`src/rtl/i2s_stereo_transmitter_if.sv`:
```
// Sample bus from the audio mixer into the I2S transmitter.
// One stereo frame moves per valid/ready handshake.
interface i2s_stereo_transmitter_if #(
  parameter int SAMPLE_WIDTH = 16
);
  logic [SAMPLE_WIDTH-1:0] sampleLeft;
  logic [SAMPLE_WIDTH-1:0] sampleRight;
  logic                    sampleValid;
  logic                    sampleReady;

  modport master (output sampleLeft, output sampleRight, output sampleValid, input sampleReady);
  modport slave  (input sampleLeft, input sampleRight, input sampleValid, output sampleReady);
endinterface

```
`src/rtl/i2s_stereo_transmitter.sv`:
```
// Stereo I2S transmitter: divides clk into bitclk/lrclk and shifts frames out MSB first.
// Optional macro I2S_TX_REPEAT_ON_UNDERRUN_EN repeats the last frame on underrun instead of sending zeros.
module i2s_stereo_transmitter #(
  parameter int SAMPLE_WIDTH = 16,
  parameter int SLOT_WIDTH   = 16,
  parameter int CLK_DIV      = 4
) (
  input  logic                    clk,
  input  logic                    reset,
  i2s_stereo_transmitter_if.slave bus,
  output logic                    bitclk,
  output logic                    lrclk,
  output logic                    dataOut,
  output logic                    underrun
);

  localparam int FRAME_BITS = 2 * SLOT_WIDTH;
  localparam int DIV_W      = (CLK_DIV > 1) ? $clog2(CLK_DIV) : 1;
  localparam int IDX_W      = $clog2(FRAME_BITS);
  localparam int PAD_W      = SLOT_WIDTH - SAMPLE_WIDTH;
  localparam logic [DIV_W-1:0] DIV_LAST  = DIV_W'(CLK_DIV - 1);
  localparam logic [IDX_W-1:0] IDX_LAST  = IDX_W'(FRAME_BITS - 1);
  localparam logic [IDX_W-1:0] IDX_RIGHT = IDX_W'(SLOT_WIDTH);

  logic [DIV_W-1:0]        divider, dividerNext;
  logic                    bitclkNext;
  logic [IDX_W-1:0]        bitIndex, bitIndexNext, bitAhead;
  logic                    lrclkNext;
  logic [FRAME_BITS-1:0]   shiftReg, shiftNext, bufFrame, loadFrame;
  logic [SAMPLE_WIDTH-1:0] leftBuf, rightBuf;
  logic                    full, fullNext;
  logic                    started, startedNext;
  logic                    underrunNext;
  logic                    fallTick, frameLoad, accept;
`ifdef I2S_TX_REPEAT_ON_UNDERRUN_EN
  logic [FRAME_BITS-1:0]   heldFrame, heldFrameNext;
`endif

  assign bus.sampleReady = !full;
  assign accept          = bus.sampleValid && !full;
  assign fallTick        = (divider == DIV_LAST) && bitclk;
  assign frameLoad       = fallTick && (bitIndex == IDX_LAST);
  assign dataOut         = shiftReg[FRAME_BITS-1];

  // Each slot is the sample left-justified with zero padding below its LSB.
  always_comb begin
    bufFrame = {SLOT_WIDTH'(leftBuf) << PAD_W, SLOT_WIDTH'(rightBuf) << PAD_W};
  end

  always_comb begin
    dividerNext  = (divider == DIV_LAST) ? '0 : divider + DIV_W'(1);
    bitclkNext   = (divider == DIV_LAST) ? ~bitclk : bitclk;
    bitIndexNext = bitIndex;
    shiftNext    = shiftReg;
    lrclkNext    = lrclk;
    fullNext     = full;
    startedNext  = started | accept;
    underrunNext = frameLoad && !full && started;
`ifdef I2S_TX_REPEAT_ON_UNDERRUN_EN
    heldFrameNext = (frameLoad && full) ? bufFrame : heldFrame;
    loadFrame     = full ? bufFrame : heldFrame;
`else
    loadFrame     = full ? bufFrame : '0;
`endif

    if (fallTick) begin
      bitIndexNext = frameLoad ? '0 : bitIndex + IDX_W'(1);
      shiftNext    = frameLoad ? loadFrame : {shiftReg[FRAME_BITS-2:0], 1'b0};
    end

    // Word select reflects the bit after the one being sent, so it leads data by one bit.
    bitAhead = (bitIndexNext == IDX_LAST) ? '0 : bitIndexNext + IDX_W'(1);
    if (fallTick) begin
      lrclkNext = (bitAhead >= IDX_RIGHT);
    end

    // The accept wins only when the buffer was empty, so a coinciding load cannot drop it.
    if (accept) begin
      fullNext = 1'b1;
    end else if (frameLoad) begin
      fullNext = 1'b0;
    end
  end

  always_ff @(posedge clk) begin
    if (reset) begin
      divider   <= '0;
      bitclk    <= 1'b0;
      bitIndex  <= IDX_LAST;
      lrclk     <= 1'b0;
      shiftReg  <= '0;
      full      <= 1'b0;
      started   <= 1'b0;
      underrun  <= 1'b0;
      leftBuf   <= '0;
      rightBuf  <= '0;
`ifdef I2S_TX_REPEAT_ON_UNDERRUN_EN
      heldFrame <= '0;
`endif
    end else begin
      divider   <= dividerNext;
      bitclk    <= bitclkNext;
      bitIndex  <= bitIndexNext;
      lrclk     <= lrclkNext;
      shiftReg  <= shiftNext;
      full      <= fullNext;
      started   <= startedNext;
      underrun  <= underrunNext;
      if (accept) begin
        leftBuf  <= bus.sampleLeft;
        rightBuf <= bus.sampleRight;
      end
`ifdef I2S_TX_REPEAT_ON_UNDERRUN_EN
      heldFrame <= heldFrameNext;
`endif
    end
  end

endmodule

```
`src/flat_wrapper.sv`:
```
// flat-port wrapper written by rule: the top's interface ports become plain ports
module i2s_stereo_transmitter_flat 
#(
  parameter int SAMPLE_WIDTH = 16,
  parameter int SLOT_WIDTH   = 16,
  parameter int CLK_DIV      = 4
)
  (clk, reset, bitclk, lrclk, dataOut, underrun, bus_sampleLeft, bus_sampleRight, bus_sampleValid, bus_sampleReady);
  i2s_stereo_transmitter_if #(.SAMPLE_WIDTH(SAMPLE_WIDTH)) bus_i ();
  input  logic clk;
  input  logic reset;
  output logic bitclk;
  output logic lrclk;
  output logic dataOut;
  output logic underrun;
  input wire logic [$bits(bus_i.sampleLeft)-1:0] bus_sampleLeft;
  input wire logic [$bits(bus_i.sampleRight)-1:0] bus_sampleRight;
  input wire logic [$bits(bus_i.sampleValid)-1:0] bus_sampleValid;
  output wire logic [$bits(bus_i.sampleReady)-1:0] bus_sampleReady;
  assign bus_i.sampleLeft = bus_sampleLeft;
  assign bus_i.sampleRight = bus_sampleRight;
  assign bus_i.sampleValid = bus_sampleValid;
  assign bus_sampleReady = bus_i.sampleReady;
  i2s_stereo_transmitter #(.SAMPLE_WIDTH(SAMPLE_WIDTH), .SLOT_WIDTH(SLOT_WIDTH), .CLK_DIV(CLK_DIV)) u_core (.clk(clk), .reset(reset), .bus(bus_i), .bitclk(bitclk), .lrclk(lrclk), .dataOut(dataOut), .underrun(underrun));
endmodule
```
`config.mk`:
```
export PLATFORM = sky130hd
export DESIGN_NAME = i2s_stereo_transmitter_flat
export DESIGN_NICKNAME = d
export VERILOG_FILES = /design/src/rtl/i2s_stereo_transmitter_if.sv /design/src/rtl/i2s_stereo_transmitter.sv /design/src/flat_wrapper.sv
export SDC_FILE = /design/constraint.sdc
export NUM_CORES = 1
export LEC_CHECK = 0
export ABC_CLOCK_PERIOD_IN_PS = 1800
export CAP_MARGIN = 40
export CORE_ASPECT_RATIO = 0.9
export CORE_MARGIN = 2
export CORE_UTILIZATION = 49
export CTS_BUF_LIST = sky130_fd_sc_hd__clkbuf_16
export CTS_CLUSTER_DIAMETER = 100
export DETAILED_ROUTE_END_ITERATION = 8
export MAX_ROUTING_LAYER = met4
export PLACE_DENSITY_LB_ADDON = 0.12
export SYNTH_ARGS = -nofsm -noshare
export SYNTH_HDL_FRONTEND = slang
export SYNTH_SLANG_ARGS = --single-unit
```
`constraint.sdc`:
```
create_clock -name clk -period 1.8 [get_ports clk]
set_input_delay 0.54 -clock clk [delete_from_list [all_inputs] [get_ports clk]]
set_output_delay 0.54 -clock clk [all_outputs]
set_load 0.01 [all_outputs]
```
==> metrics <==
Worst path max stage delay=0.54 ns; DRC viols=0; slew margin rel.=73.4%; IO buf count=39; peak supply drop=a little under 700 uV; Ports=40; Pleak=about 1.4 nW; Post-synth ARST share=0%; Hold Crit Start=u_core.divider[0]$_SDFF_PP0_; main combinational cell family by area after synthesis=simple AND/OR/NAND/NOR gates; WL final=between 6000 and 7000 um; clock sinks=76; YS warnings=0; post-layout min period=between 1.5 and 2 ns; Worst Path Max Fanout=2; GPL Wtd Cong=0.831; post-synthesis xor/xnor area fraction=less than 1%; Worst-Skew Late Latency=between 0.3 and 0.4 ns; top-area cell type share of the netlist area=around 48%; PnR Total Power=3.81 mW; Critical Path AT=1.20 ns; CTS Hold Buffers Added=0; Worst-path clk slew=roughly 0.05 ns; First DRT Iteration DRCs=around 120; CP required=between 1 and 1.5 ns; Yosys cell types=36; Hold Slack=about 0.42 ns; global-route wire length before repair=between 10000 and 15000 um; Core ar.=6220 um2; Synth area leader=dfxtp_1; Bufs on Longest Clock Path=2; synthesized instance count=approximately 380; CP endpoint kind=primary output; Die ar.=7190 um2; EDFF count, synth=0; final period utilization=a little over nine tenths; die height=slightly above 80 um; skew final=about 0.0062 ns; r2r startpoint=u_core.bitIndex[0]$_SDFF_PP1_; Area contributors post-synth=dfxtp_1, a311oi_1, nand2_1; Die X=just under 90 um; worst path cell trace=clkdlybuf4s50_1; CP Buf/Inv Count=1; Compound-Gate Fraction of Synth Area=16.6%; Slew Viols, Final=0; Initial Utilization=about half; crit path launch=u_core.lrclk$_SDFFE_PP0N_; synthesized cell area=about 3200 um2; vias in the first global route=roughly 2400; Slew @ Worst Pin=0.398 ns; Syn Area/Cell=around 8.4 um2; Seq/Total Area, Yosys=approximately 48%; TritonCTS buffer count=9; Peak Freq=575 MHz; Max Cap Violations=0; startpoint types=register; post-synthesis simple-gate area fraction=between 20 and 30%; Post-synth top cells=dfxtp_1, nand2_1, a21oi_1, nor2_1, nor3_1; cell with the most instances after synthesis=dfxtp_1; Vias/cell=5.35; CTS H-tree lvls=3; syn_nets=420; Power Density=951 nW/um2; CTS tree=built; GR Overflow Total=0; Antenna diodes=0; GRT Total Usage=about a fifth; # rows=27; post-route design area=4010 um2; CTS Root Cell=clkbuf_16; Hold Crit Class=register to register; area grow syn2layout=25.3%; # setup viols final=0; run status=finished, final reports clean; Final Hold Viols=0; dpl ws=~0.017 ns; placed cell areas=~3700 um2; RSZ-0062 raised after global routing=no; Most used DFF post-synth=dfxtp_1; register bit total from synthesis=between 70 and 80; WL/cell=roughly 13 um; Detail Placement HPWL=3990 um; Final ANT Viol Nets=0; delay-heaviest family, CP=buffers and inverters; slowest library cell on the worst path=clkdlybuf4s50_1; post-synthesis mux area share=0%; layout cells sized above 1=roughly a tenth; vias after detailed routing=about 2700; Adder-Cell Fraction of Synth Area=approximately 1.2%; critical path type=register to primary output; antenna violations before repair=0; DR pass1 iterations=4; final setup margin=about 0.062 ns; Setup TNS=0 ns; pin count of the biggest net entering global routing=about 70; NumNets Final=450
==> cells by family after synthesis <==
family	after synthesis
simple gates	188
flops	76
buf+inv	38
compound gates	75
fa+ha+maj	3
xor+xnor	2
==> final cells by class <==
| cell class | instances | area (um2) |
|---|---|---|
| Timing Repair Buffer | 55 | 581 |
| Inverter | 2 | 7.51 |
| Clock inverter | 7 | 58.8 |
| Fill cell | 560 | 2210 |
| Tap cell | 87 | 109 |
| Multi-Input combinational cell | 268 | 1500 |
| Clock buffer | 9 | 225 |
| Sequential cell | 76 | 1530 |
==> timing repair <==
action / 4_1_cts / 5_1_grt
buffers inserted: 0 / 1
gates resized for setup: 0 / 2
endpoints found under the setup margin: 0 / 29
==> routing by layer <==
layer	global-route usage [%]	vias up	wire [um]
met5	-	-	0
met4	4.93	0	53
met3	7.09	6	291
met2	32.1	45	3100
met1	24.8	1257	3260
li1	-	1388	-
==> registers in the layout, summed over array words and instances, names as in the netlist <==
| name | flops |
|---|---|
| u_core.bitIndex | 5 |
| u_core.bitclk | 1 |
| u_core.divider | 2 |
| u_core.full | 1 |
| u_core.leftBuf | 16 |
| u_core.lrclk | 1 |
| u_core.rightBuf | 16 |
| u_core.shiftReg | 32 |
| u_core.started | 1 |
| u_core.underrun | 1 |
==> layout by cell type (no fill, tap or decap), types with 2 or more instances in the layout <==
| master | instances |
|---|---|
| ha_4 | 2 |
| nand4b_1 | 2 |
| inv_1 | 3 |
| buf_12 | 6 |
| nand3_1 | 3 |
| clkinv_1 | 3 |
| nand2_1 | 70 |
| nor2b_1 | 31 |
| a21oi_1 | 35 |
| clkbuf_16 | 9 |
| clkdlybuf4s50_1 | 37 |
| a311oi_1 | 31 |
| nor3_1 | 33 |
| nor4_1 | 2 |
| buf_4 | 9 |
| xnor2_1 | 2 |
| nor2_1 | 35 |
| dfxtp_1 | 74 |
==> report_power, final <==
group | internal, mW | switching [mW] | leakage (nW) | total, mW
registers | 1.74 | 0.0311 | 0.618 | 1.78
clock network | 1.05 | 0.645 | 0.143 | 1.70
logic | 0.161 | 0.175 | 0.598 | 0.336
==> path summary, 6_finish.rpt <==
kind / end / slack [ns] / cells after the start
max reg2reg: u_core.lrclk$_SDFFE_PP0N_ / 0.07 / 7
max: lrclk / 0.06 / 1
min reg2reg: u_core.divider[0]$_SDFF_PP0_ / 0.42 / 1
min: u_core.divider[0]$_SDFF_PP0_ / 0.42 / 1
==> through the flow <==
step | std cells | utilization, %
finish | 504 | 64.4
global route | 504 | 64.4
CTS | 503 | 64.2
detailed placement | 487 | 59.6
global placement | 487 | 59.6
floorplan | 382 | -
No activity file was read; power rests on OpenSTA's default activity.
==> RTL edit (same flow settings) <==
Build with the macro `I2S_TX_REPEAT_ON_UNDERRUN_EN` defined.
--- a/src/rtl/i2s_stereo_transmitter.sv
+++ b/src/rtl/i2s_stereo_transmitter.sv
@@ -1,5 +1,7 @@
 // Stereo I2S transmitter: divides clk into bitclk/lrclk and shifts frames out MSB first.
 // Optional macro I2S_TX_REPEAT_ON_UNDERRUN_EN repeats the last frame on underrun instead of sending zeros.
+`define I2S_TX_REPEAT_ON_UNDERRUN_EN
+
 module i2s_stereo_transmitter #(
   parameter int SAMPLE_WIDTH = 16,
   parameter int SLOT_WIDTH   = 16,
Check against the original RTL: same outputs for any inputs over 10 cycles, from zero or initial values and one cycle with reset high; that may be too few to reach the edited logic, so the function may still have changed.
==> RTL edit against the original RTL <==
  * Area after synthesis grew 44%
  * Design area grew 36%
  * Power up 22%
  * Die area up 41%
  * Count of clock-buffer cells in the layout stayed put
  * Worst setup slack improved by 0.0024 ns
  * Wire length up 39%
  * Sequential share of layout area grew 1.6 points
  * Sequential cell count is 32 higher
  * Largest cell class is now multi-input combinational cells
==> RTL edit: results (changes against the original RTL) <==
.. list-table::
   :header-rows: 1

   * - Metric
     - Value
   * - Met3 Wirelength
     - 215 um (-26%)
   * - Total Wirelength
     - 9297 um (+39%)
   * - Result of the run
     - finished, final reports clean
   * - Worst hold margin
     - 0.4254 ns (+0.0009760 ns)
   * - Final estimated routing congestion in global placement
     - 0.8629 (+3.9%)
   * - Synth Area in Compound Gates
     - 19.54% (+3.0 points)
   * - Global-route track usage on met2
     - 34.84% (+2.7 points)
   * - Count of nets after finishing
     - 614 (+36%)
   * - # fillers
     - 836 (+49%)
   * - GRT Overall Usage
     - 19.91% (-0.39 points)
   * - Met1 demand-to-capacity share in global routing
     - 24.11% (-0.72 points)
   * - Net count after synthesis
     - 588 (+40%)
   * - Grt met3 use
     - 3.453% (-3.6 points)
   * - Non-Filler Instances
     - 703 (+39%)
   * - Top flop regs
     - u_core.heldFrame: 32 flops, u_core.shiftReg: 32 flops
   * - Leading cell types by total area after synthesis
     - sky130_fd_sc_hd__dfxtp_1 47%, sky130_fd_sc_hd__nand2_1 13%, sky130_fd_sc_hd__a21oi_1 8.3%
   * - Depth of the worst register-to-register path
     - 6 (-1)
   * - Most numerous cell types in the synthesized netlist
     - 160 x sky130_fd_sc_hd__nand2_1, 108 x sky130_fd_sc_hd__dfxtp_1, 76 x sky130_fd_sc_hd__a21oi_1, 38 x sky130_fd_sc_hd__nor2_1, 34 x sky130_fd_sc_hd__a211o_1
   * - Met2 layer wire length in the routed design
     - 4581 um (+48%)
   * - Share of synthesized area occupied by flip-flops and latches
     - 47.10% (-0.50 points)
   * - Largest net degree at the start of global routing
     - 46 (-36%)
   * - Post-DP HPWL
     - 5942 um (+49%)
   * - Vias in the first global route
     - 3,548 (+45%)
   * - Endpoint of the worst-slack reg-to-reg timing path
     - u_core.bitIndex[3]$_SDFF_PP1_
   * - Peak ir drop on the vdd network
     - 546.5 uV (-19%)
   * - Fraction of synthesized area in multiplexers
     - 7.005% (+7.0 points)
   * - Number of placed instances, taps included
     - 685 (+41%)
   * - Number of design-rule violations left by the first detailed-router iteration
     - 140 (+14%)
   * - Setup clock skew after layout
     - 0.005582 ns (-0.0005870 ns)
   * - Post-cts resize count
     - 1 (+1)
   * - Post-synthesis share of cell area spent on xor and xnor gates
     - 0.3816% (-0.17 points)
   * - Via count normalized by instance count
     - 5.188 (-3.0%)
   * - Proportion of register bits with asynchronous set or reset after synthesis
     - 0% (unchanged)
   * - Synthesized netlist cell count
     - 550 (+44%)
   * - Switching Share
     - 23.07% (+0.72 points)
   * - Static Leakage
     - 1.957 nW (+44%)
   * - First-pass GRT wire length
     - 16,010 um (+44%)
   * - Post-Place Worst Slack
     - 0.01296 ns (-0.004421 ns)
   * - Slew at the pin closest to its max-slew limit
     - 0.4048 ns (+0.006490 ns)
   * - Startpoint of the worst register-to-register path
     - u_core.bitIndex[0]$_SDFF_PP1_
## RTL edit: worst max path at each step
stage,to,slack (ns),cells past startpoint
after floorplan,u_core.bitIndex[0]$_SDFF_PP1_,0.04,7
after global placement,u_core.rightBuf[8]$_SDFFE_PP0P_,0.09,5
after detailed placement,u_core.shiftReg[12]$_SDFFE_PP0N_,0.01,7
after CTS,bus_sampleReady,0.004,2
after global routing,lrclk,0.002,1
final,lrclk,0.06,1
## RTL edit: power by group through the flow
stage               sequential [W]  clock (W)  combinational, W
floorplan                  0.00253          0          0.000241
global placement           0.00253          0          0.000379
detailed placement         0.00254          0          0.000385
CTS                        0.00248    0.00183          0.000387
global route               0.00249    0.00191          0.000426
finish                     0.00248    0.00176          0.000385
## RTL edit: cell type report
class | instances | share of cell area [%]
Clock inverter | 7 | 0.8042
Timing Repair Buffer | 61 | 12.25
Multi-Input combinational cell | 394 | 40.14
Clock buffer | 9 | 4.136
Inverter | 2 | 0.1379
Sequential cell | 108 | 39.73
Tap cell | 122 | 2.803
